### config.mk
export PLATFORM = sky130hd
export DESIGN_NAME = repeat_button_conditioner_flat
export DESIGN_NICKNAME = d
export VERILOG_FILES = /design/src/rtl/repeat_button_conditioner_pkg.sv /design/src/rtl/repeat_button_conditioner_if.sv /design/src/rtl/repeat_button_conditioner_sync_2ff.sv /design/src/rtl/repeat_button_conditioner.sv /design/src/flat_wrapper.sv
export SDC_FILE = /design/constraint.sdc
export NUM_CORES = 1
export LEC_CHECK = 0
export ABC_AREA = 1
export CORE_UTILIZATION = 52
export DETAILED_ROUTE_END_ITERATION = 6
export HOLD_SLACK_MARGIN = 0.03
export PLACE_DENSITY = 0.85
export SLEW_MARGIN = 20
export SYNTH_ARGS = -nofsm -noshare
export SYNTH_HDL_FRONTEND = slang
export SYNTH_SLANG_ARGS = --single-unit
### constraint.sdc
create_clock -name clk -period 1.65 [get_ports clk]
set_clock_uncertainty 0.2 [all_clocks]
set_input_delay 0.33 -clock clk [delete_from_list [all_inputs] [get_ports clk]]
set_output_delay 0.33 -clock clk [all_outputs]
set_load 0.02 [all_outputs]
### src/rtl/repeat_button_conditioner_pkg.sv
// Shared flasher-side definitions: debounce FSM state encodings (2-bit, also used by
// other flasher blocks), default timing constants and a small sizing helper.
package repeat_button_conditioner_pkg;

    // Debounce FSM states
    localparam logic [1:0] ST_RELEASED     = 2'd0;
    localparam logic [1:0] ST_PRESS_WAIT   = 2'd1;
    localparam logic [1:0] ST_PRESSED      = 2'd2;
    localparam logic [1:0] ST_RELEASE_WAIT = 2'd3;

    // Default timing constants
    localparam int DEF_DEBOUNCE_CYCLES = 20;
    localparam int DEF_HOLD_CYCLES     = 100;
    localparam int DEF_REPEAT_CYCLES   = 50;
    localparam int DEF_CNT_W           = 8;

    function automatic int max2(input int a, input int b);
        return (a > b) ? a : b;
    endfunction

endpackage

### src/rtl/repeat_button_conditioner_if.sv
// Button-side bundle: raw button in, conditioned pulse / level / press count out.
// master = the board/test side driving the button, slave = the conditioner.
interface repeat_button_conditioner_if
    import repeat_button_conditioner_pkg::*;
#(
    parameter int CNT_W = DEF_CNT_W
);
    logic             btn_raw;
    logic             repeat_signal;
    logic             btn_level;
    logic [CNT_W-1:0] press_count;

    modport master (output btn_raw, input repeat_signal, input btn_level, input press_count);
    modport slave  (input btn_raw, output repeat_signal, output btn_level, output press_count);
endinterface

### src/rtl/repeat_button_conditioner_sync_2ff.sv
// Two-flop synchroniser for a single asynchronous bit, reset to 0.
module sync_2ff (
    input  logic clk,
    input  logic rst_n,
    input  logic d_i,
    output logic q_o
);
    logic meta_q;
    logic sync_q;

    // Two back-to-back flops give the first stage a full cycle to resolve.
    always_ff @(posedge clk or negedge rst_n) begin
        if (!rst_n) begin
            meta_q <= 1'b0;
            sync_q <= 1'b0;
        end else begin
            meta_q <= d_i;
            sync_q <= meta_q;
        end
    end

    assign q_o = sync_q;
endmodule

### src/rtl/repeat_button_conditioner.sv
// Push-button conditioner for the ring flasher: synchronise, debounce, and emit one-cycle
// repeat_signal pulses per accepted press, plus debounced level and a wrapping press count.
// Optional build macro AUTO_REPEAT_EN: while held, emit further pulses after HOLD_CYCLES
// and then every REPEAT_CYCLES (each also counted in press_count).
module repeat_button_conditioner
    import repeat_button_conditioner_pkg::*;
#(
    parameter int DEBOUNCE_CYCLES = DEF_DEBOUNCE_CYCLES,
    parameter int HOLD_CYCLES     = DEF_HOLD_CYCLES,
    parameter int REPEAT_CYCLES   = DEF_REPEAT_CYCLES,
    parameter int CNT_W           = DEF_CNT_W
) (
    input  logic                          clk,
    input  logic                          rst_n,
    repeat_button_conditioner_if.slave    bus
);
    localparam int              DB_W    = $clog2(DEBOUNCE_CYCLES + 1);
    localparam logic [DB_W-1:0] DB_ONE  = DB_W'(1);
    localparam logic [DB_W-1:0] DB_LAST = DB_W'(DEBOUNCE_CYCLES - 1);

    logic             sync_q;
    logic [1:0]       state_q, state_d;
    logic [DB_W-1:0]  db_cnt_q, db_cnt_d;
    logic             btn_level_q, btn_level_d;
    logic             repeat_q, repeat_d;
    logic [CNT_W-1:0] press_count_q, press_count_d;
    logic             press_evt;  // debounced press accepted on this edge
    logic             auto_evt;   // auto-repeat pulse due on this edge

    sync_2ff u_sync (
        .clk   (clk),
        .rst_n (rst_n),
        .d_i   (bus.btn_raw),
        .q_o   (sync_q)
    );

    // Debounce FSM: a level change is accepted after DEBOUNCE_CYCLES consecutive
    // mismatching samples; any agreeing sample in between restarts the wait.
    always_comb begin
        state_d     = state_q;
        db_cnt_d    = db_cnt_q;
        btn_level_d = btn_level_q;
        press_evt   = 1'b0;
        case (state_q)
            ST_RELEASED: begin
                if (sync_q) begin
                    if (DEBOUNCE_CYCLES == 1) begin
                        state_d     = ST_PRESSED;
                        db_cnt_d    = '0;
                        btn_level_d = 1'b1;
                        press_evt   = 1'b1;
                    end else begin
                        state_d  = ST_PRESS_WAIT;
                        db_cnt_d = DB_ONE;
                    end
                end
            end
            ST_PRESS_WAIT: begin
                if (!sync_q) begin
                    state_d  = ST_RELEASED;
                    db_cnt_d = '0;
                end else if (db_cnt_q == DB_LAST) begin
                    state_d     = ST_PRESSED;
                    db_cnt_d    = '0;
                    btn_level_d = 1'b1;
                    press_evt   = 1'b1;
                end else begin
                    db_cnt_d = db_cnt_q + DB_ONE;
                end
            end
            ST_PRESSED: begin
                if (!sync_q) begin
                    if (DEBOUNCE_CYCLES == 1) begin
                        state_d     = ST_RELEASED;
                        db_cnt_d    = '0;
                        btn_level_d = 1'b0;
                    end else begin
                        state_d  = ST_RELEASE_WAIT;
                        db_cnt_d = DB_ONE;
                    end
                end
            end
            ST_RELEASE_WAIT: begin
                if (sync_q) begin
                    state_d  = ST_PRESSED;
                    db_cnt_d = '0;
                end else if (db_cnt_q == DB_LAST) begin
                    state_d     = ST_RELEASED;
                    db_cnt_d    = '0;
                    btn_level_d = 1'b0;
                end else begin
                    db_cnt_d = db_cnt_q + DB_ONE;
                end
            end
            default: begin
                // Unreachable with 2-bit encoding; recover without touching outputs.
                state_d  = ST_RELEASED;
                db_cnt_d = '0;
            end
        endcase
    end

`ifdef AUTO_REPEAT_EN
    localparam int               RPT_W    = $clog2(max2(HOLD_CYCLES, REPEAT_CYCLES) + 1);
    localparam logic [RPT_W-1:0] RPT_ONE  = RPT_W'(1);
    localparam logic [RPT_W-1:0] HOLD_END = RPT_W'(HOLD_CYCLES - 1);
    localparam logic [RPT_W-1:0] RPT_END  = RPT_W'(REPEAT_CYCLES - 1);

    logic [RPT_W-1:0] rpt_cnt_q, rpt_cnt_d;
    logic             rpt_phase_q, rpt_phase_d;  // 0: waiting HOLD, 1: repeating

    // Auto-repeat timer: counts only on edges that stay in PRESSED, so a pending release
    // freezes it and a release on the due edge suppresses the pulse. The !repeat_q guard
    // keeps pulses apart when an interval of 1 is configured.
    always_comb begin
        rpt_cnt_d   = rpt_cnt_q;
        rpt_phase_d = rpt_phase_q;
        auto_evt    = 1'b0;
        if (press_evt || state_q == ST_RELEASED) begin
            rpt_cnt_d   = '0;
            rpt_phase_d = 1'b0;
        end else if (state_q == ST_PRESSED && sync_q) begin
            if (rpt_cnt_q == (rpt_phase_q ? RPT_END : HOLD_END)) begin
                rpt_cnt_d   = '0;
                rpt_phase_d = 1'b1;
                auto_evt    = !repeat_q;
            end else begin
                rpt_cnt_d = rpt_cnt_q + RPT_ONE;
            end
        end
    end

    // Auto-repeat timer state
    always_ff @(posedge clk or negedge rst_n) begin
        if (!rst_n) begin
            rpt_cnt_q   <= '0;
            rpt_phase_q <= 1'b0;
        end else begin
            rpt_cnt_q   <= rpt_cnt_d;
            rpt_phase_q <= rpt_phase_d;
        end
    end
`else
    assign auto_evt = 1'b0;
`endif

    // Pulse and counter next-state: every emitted pulse is counted.
    always_comb begin
        repeat_d      = press_evt | auto_evt;
        press_count_d = repeat_d ? press_count_q + CNT_W'(1) : press_count_q;
    end

    // FSM and output registers
    always_ff @(posedge clk or negedge rst_n) begin
        if (!rst_n) begin
            state_q       <= ST_RELEASED;
            db_cnt_q      <= '0;
            btn_level_q   <= 1'b0;
            repeat_q      <= 1'b0;
            press_count_q <= '0;
        end else begin
            state_q       <= state_d;
            db_cnt_q      <= db_cnt_d;
            btn_level_q   <= btn_level_d;
            repeat_q      <= repeat_d;
            press_count_q <= press_count_d;
        end
    end

    assign bus.repeat_signal = repeat_q;
    assign bus.btn_level     = btn_level_q;
    assign bus.press_count   = press_count_q;

endmodule

### src/flat_wrapper.sv
// flat-port wrapper written by rule: the top's interface ports become plain ports
module repeat_button_conditioner_flat import repeat_button_conditioner_pkg::*;
#(
    parameter int DEBOUNCE_CYCLES = DEF_DEBOUNCE_CYCLES,
    parameter int HOLD_CYCLES     = DEF_HOLD_CYCLES,
    parameter int REPEAT_CYCLES   = DEF_REPEAT_CYCLES,
    parameter int CNT_W           = DEF_CNT_W
)
  (clk, rst_n, bus_btn_raw, bus_repeat_signal, bus_btn_level, bus_press_count);
  repeat_button_conditioner_if #(.CNT_W(CNT_W)) bus_i ();
  input  logic clk;
  input  logic rst_n;
  input wire logic [$bits(bus_i.btn_raw)-1:0] bus_btn_raw;
  output wire logic [$bits(bus_i.repeat_signal)-1:0] bus_repeat_signal;
  output wire logic [$bits(bus_i.btn_level)-1:0] bus_btn_level;
  output wire logic [$bits(bus_i.press_count)-1:0] bus_press_count;
  assign bus_i.btn_raw = bus_btn_raw;
  assign bus_repeat_signal = bus_i.repeat_signal;
  assign bus_btn_level = bus_i.btn_level;
  assign bus_press_count = bus_i.press_count;
  repeat_button_conditioner #(.DEBOUNCE_CYCLES(DEBOUNCE_CYCLES), .HOLD_CYCLES(HOLD_CYCLES), .REPEAT_CYCLES(REPEAT_CYCLES), .CNT_W(CNT_W)) u_core (.clk(clk), .rst_n(rst_n), .bus(bus_i));
endmodule
# Word-level counts from Yosys, hierarchy flattened
# Index checks and enable logic that the tools add are counted.
# totals
regBits,19
in_bits,3
out_inout_bits,10
wordCells,47
# op_classes
addsub,2
eq_ne,12
muxes,21
reduce_logical,5
# op_table
cell,n
2-to-1 mux 5 bit,5
one-hot mux 5 bit (4 select lines),1
2-to-1 mux 2 bit,6
"adder 8 x 1 -> 8 bit, second input constant",1
"!= test 2 bit, second input constant",4
one-hot mux 2 bit (4 select lines),1
2-to-1 mux 1 bit,7
"!= test 3 x 2 -> 1 bit, second input constant",2
"adder 5 x 1 -> 5 bit, second input constant",1
"equality test 5 bit, second input constant",1
AND reduction 5 bit,1
"equality test 2 bit, second input constant",2
"!= test 2 x 1 -> 1 bit, second input constant",2
AND reduction 4 bit,1
"equality test 2 x 1 -> 1 bit, second input constant",1
logical NOT 2 bit,1
one-hot mux 1 bit (2 select lines),1
AND reduction 2 bit,1
nonzero test 2 bit,1

# Logic depth before layout (Yosys ltp)
# depth
ltp_word,4
ltp_mapped,9
ltp_nobuf,9

# Modules after synthesis
# From an unflattened synthesis, not the netlist that was laid out.
# hier_totals
cells_unflattened,114
hier_area_um2,937.1
# modules_own_cells
mod,n_inst,cells_each,area_each_um2,seq_area_each_um2
repeat_button_conditioner,1,112,887.1,425.4
sync_2ff,1,2,50.0,50.0

# Worst setup path before layout
# OpenSTA, ideal clock, no wires.
# synth_timing
kind,register to register
from,register u_core.db_cnt_q[0]
to,register u_core.press_count_q[0] (netlist: u_core.bus.press_count[0])
setup_time_ps,122
t_arrival_ps,1119
t_required_ps,1328
setup_slack_ps,209
path_stages_with_launch,9
path_buffers,1
synth_period_minus_slack_ps,1441
path_cell_list,dfrtp_1 > ha_1 > nand2_1 > inv_1 > nand2_2 > inv_2 > nand2_2 > buf_6 > xor2_2
# synth_between
elab_chain_len,4
# synth_lines
element,line,rtl
"start, declared",repeat_button_conditioner.sv:23,"logic [DB_W-1:0] db_cnt_q, db_cnt_d;"
"start signal, assigned",repeat_button_conditioner.sv:163,db_cnt_q <= db_cnt_d;
equality test 5 bit,repeat_button_conditioner.sv:62,end else if (db_cnt_q == DB_LAST) begin
2-to-1 mux 1 bit,repeat_button_conditioner.sv:62,
2-to-1 mux 1 bit,repeat_button_conditioner.sv:59,if (!sync_q) begin
2-to-1 mux 1 bit,repeat_button_conditioner.sv:44,case (state_q)
"end signal, assigned",repeat_button_conditioner.sv:166,press_count_q <= press_count_d;
"end, declared",repeat_button_conditioner.sv:26,"logic [CNT_W-1:0] press_count_q, press_count_d;"
# Every way passes these cells.
# A chain may end at the register's enable or synchronous reset.

# Final worst setup path
# layout_timing
from,register u_core.press_count_q[1] (netlist: u_core.bus.press_count[1])
to,output port bus_press_count[1]
# layout_lines
element,line,rtl
"end, declared",flat_wrapper.sv:16,output wire logic [$bits(bus_i.press_count)-1:0] bus_press_count;
# No word-level cell between the ends.

==> results by group <==
Status
  • Status: complete, no violations

Pwr
  • Max VDD drop: between 0.7 and 0.8 mV
  • Sequential share of power: 53.1%
  • P_leak: about 0.00065 uW
  • Internal power: 718 uW
  • Pwr Density: between 900 and 1000 mW/mm^2
  • Switching pwr: ~350 uW
  • Clock power frac: 21.7%
  • Overall power: between 1000 and 1500 uW
  • Comb pwr share: around a quarter
  • Sw Ratio: between 30 and 40%

Drt
  • DR vias: 849
  • DR top layer: met4
  • Routed len/inst: about 11 um
  • Post-Route WL: roughly 1.9 mm
  • Met2 WL: 907 um
  • Met1 WL: 833 um
  • DR iter-0 viols: 35
  • Routed wl met3: between 80 and 90 um
  • Drt first pass iters: 4
  • Routed Antenna Nets: 0
  • Via/cell ratio: ~5
  • DRC: 0

Clock network
  • Clock root buffer: clkbuf_4
  • Clock insertion delay at the later pin of the skew report: between 200 and 300 ps
  • Post-CTS setup buffer count: 0
  • Clk slew on worst S/H paths: about 110 ps
  • Post-CTS Hold Buffers: 0
  • Clk buf depth: 2
  • CTS tree: yes
  • Clk sinks: 19
  • Htree depth: 1
  • Cts bufs inserted: 3

Timing
  • Slew Viols, Final: 0
  • Worst-Margin Slew: about 310 ps
  • Min Tclk post-route: 1610 ps
  • Final setup viols: 0
  • RSZ-0062 raised after global routing: false
  • Worst slew margin: 79.3%
  • Setup tns final: 0 ps
  • Worst slack on hold paths: approximately 150 ps
  • Final hold vios: 0
  • Max Fclk: a little over 0.6 GHz
  • Final cycle utilization of the critical path: a little over nine tenths

Setup path
  • WP data required: 1120 ps
  • Slowest-stage cell, CP: dfrtp_1
  • CP delay by family, top: flip-flops
  • Crit path cell chain: dlygate4sd2_1
  • CP max stage delay: roughly 430 ps
  • Crit-path max FO: 4
  • CP Class: reg2out
  • Crit path arrival time: ~1100 ps
  • Worst setup EP type: output port
  • WP buf/inv: 1
  • Startpoint types: register

Global routing
  • Vias in the first global route: between 700 and 800
  • Grt total ovfl: 0
  • Overall Global Routing Usage: between 20% and 30%
  • Largest net degree at the start of global routing: 20
  • First-pass GRT wire length: between 3 and 4 mm
  • Initial antenna violation count: 0

Layout
  • Post-route cell area: between 0.001 and 0.0015 mm^2
  • P&R area growth vs syn: 22.8%
  • Share of cells above drive strength 1: 12.7%
  • FILL cells: 134
  • Sequential Area: roughly 480 um^2
  • Core Util, Final: a little under 70%
  • Multi-input logic area: around 420 um^2
  • Final net count: approximately 150
  • Antenna cell count: 0

Floorplanning
  • Core ar.: 0.00173 mm^2
  • Starting Density: 55.3%
  • Die area: 0.00201 mm^2
  • Top Ports: 13
  • Num rows: 15
  • Die H: about 45 um
  • Die W: roughly 45 um

Synth
  • Avg Cell Area, Syn: between 7 and 8 um^2
  • Mapped Nets: 125
  • Synth Instances: 120
  • Synth Register Bits: 19
  • Cell Area, Synth: ~950 um^2
  • Number of distinct library cells after synthesis: 19
  • Seq/Total Area, Yosys: 49.8%
  • Synth warnings: 0

Flow run
  • Max Cap Violations: 0

Placement
  • Buffers on Ports: 12
  • GPL Wtd Cong: between 0.9 and 1
  • Area of placed instances: ~0.0011 mm^2
  • HPWL after DPL: between 1 and 1.5 mm

Hold path
  • Hold WC Path Type: in2async
registers in the layout, indices dropped and copies added (netlist names), named ones only:
signal / flops
u_core.bus.repeat_signal: 1
u_core.u_sync.meta_q: 1
u_core.db_cnt_q: 5
u_core.bus.btn_level: 1
u_core.bus.press_count: 8
u_core.state_q: 1
u_core.u_sync.q_o: 1
routing by layer:
| metal | vias to the layer above | track usage (%) |
|---|---|---|
| met3 | 4 | 2.40 |
| met4 | 0 | 7.88 |
| met5 | - | 0 |
| met1 | 398 | 28.7 |
| met2 | 36 | 34.7 |
| li1 | 411 | - |
layout by cell type (no fill, tap or decap), drive strengths merged:
cell           Yosys  layout
a21o               1       1
xnor2              3       3
nand4              1       1
inv               13      13
xor2               3       3
nand3              8       8
buf                2       8
a21oi              2       2
clkdlybuf4s15      0       1
clkdlybuf4s50      0       2
dlygate4sd2        0       9
dfrtp             19      19
nand2             51      51
ha                 2       2
o21ai              6       6
clkbuf             0       4
nor2               9       9
cell usage after synthesis (all sizes together):
| cell | n | area share (%) |
|---|---|---|
| nand2 | 51 | 21 |
| dfrtp | 19 | 50 |
| inv | 13 | 5.1 |
| nor2 | 9 | 3.8 |
| nand3 | 8 | 4.2 |
| o21ai | 6 | 3.1 |
| xnor2 | 3 | 2.8 |
| xor2 | 3 | 3.5 |
| a21oi | 2 | 1.0 |
| buf | 2 | 2.0 |
| ha | 2 | 2.6 |
| a21o | 1 | 0.79 |
| nand4 | 1 | 0.66 |
per-stage QoR:
stage / worst slack (ps) / std cells
CTS: 41.4 / 167
floorplan: 209 / 120
global route: 16.8 / 167
detailed placement: 58.5 / 163
finish: 40.2 / 167
global placement: 122 / 163
kinds of logic (layout without fill, tap and decap cells):
logic type	after synthesis	count (layout)	share of synthesized area, %
AOI/OAI and AO/OA	9	9	4.98
buffers and inverters	15	37	7.08
adders and majority gates	2	2	2.62
DFF	19	19	49.8
xor gates and xnor gates	6	6	6.29
and+or+nand+nor	69	69	29.2
path summary, 6_finish.rpt:
check / slack [ps] / startpoint / cells past startpoint / end
max: 40 / u_core.bus.press_count[1] / 1 / bus_press_count[1]
min: 150 / rst_n / 2 / u_core.bus.press_count[4]
max reg2reg: 110 / u_core.db_cnt_q[0] / 9 / u_core.bus.press_count[6]
min reg2reg: 170 / u_core.u_sync.meta_q / 0 / u_core.u_sync.q_o
max in group asynchronous: 890 / rst_n / 2 / u_core.state_q[0]
min in group clk: 170 / u_core.u_sync.meta_q / 0 / u_core.u_sync.q_o
area by class of cell:
type | count | share of cell area, %
tap | 25 | 2.67
sequential | 19 | 40.6
inverter | 13 | 4.16
multi-input combinational | 86 | 36.0
clock buffer | 4 | 2.24
timing repair buffer | 20 | 14.4
power by group through the flow:
stage               clock network (uW)  registers (uW)  logic (uW)
floorplan                            0             561         195
global route                       252             576         315
detailed placement                   0             574         255
finish                             232             566         269
global placement                     0             569         246
CTS                                239             565         257
repair_timing:
item,4_1_cts,5_1_grt
resized for setup,10,5
pin swaps,0,0
setup endpoints to repair,10,9
Power figures use the tool's default switching activity.
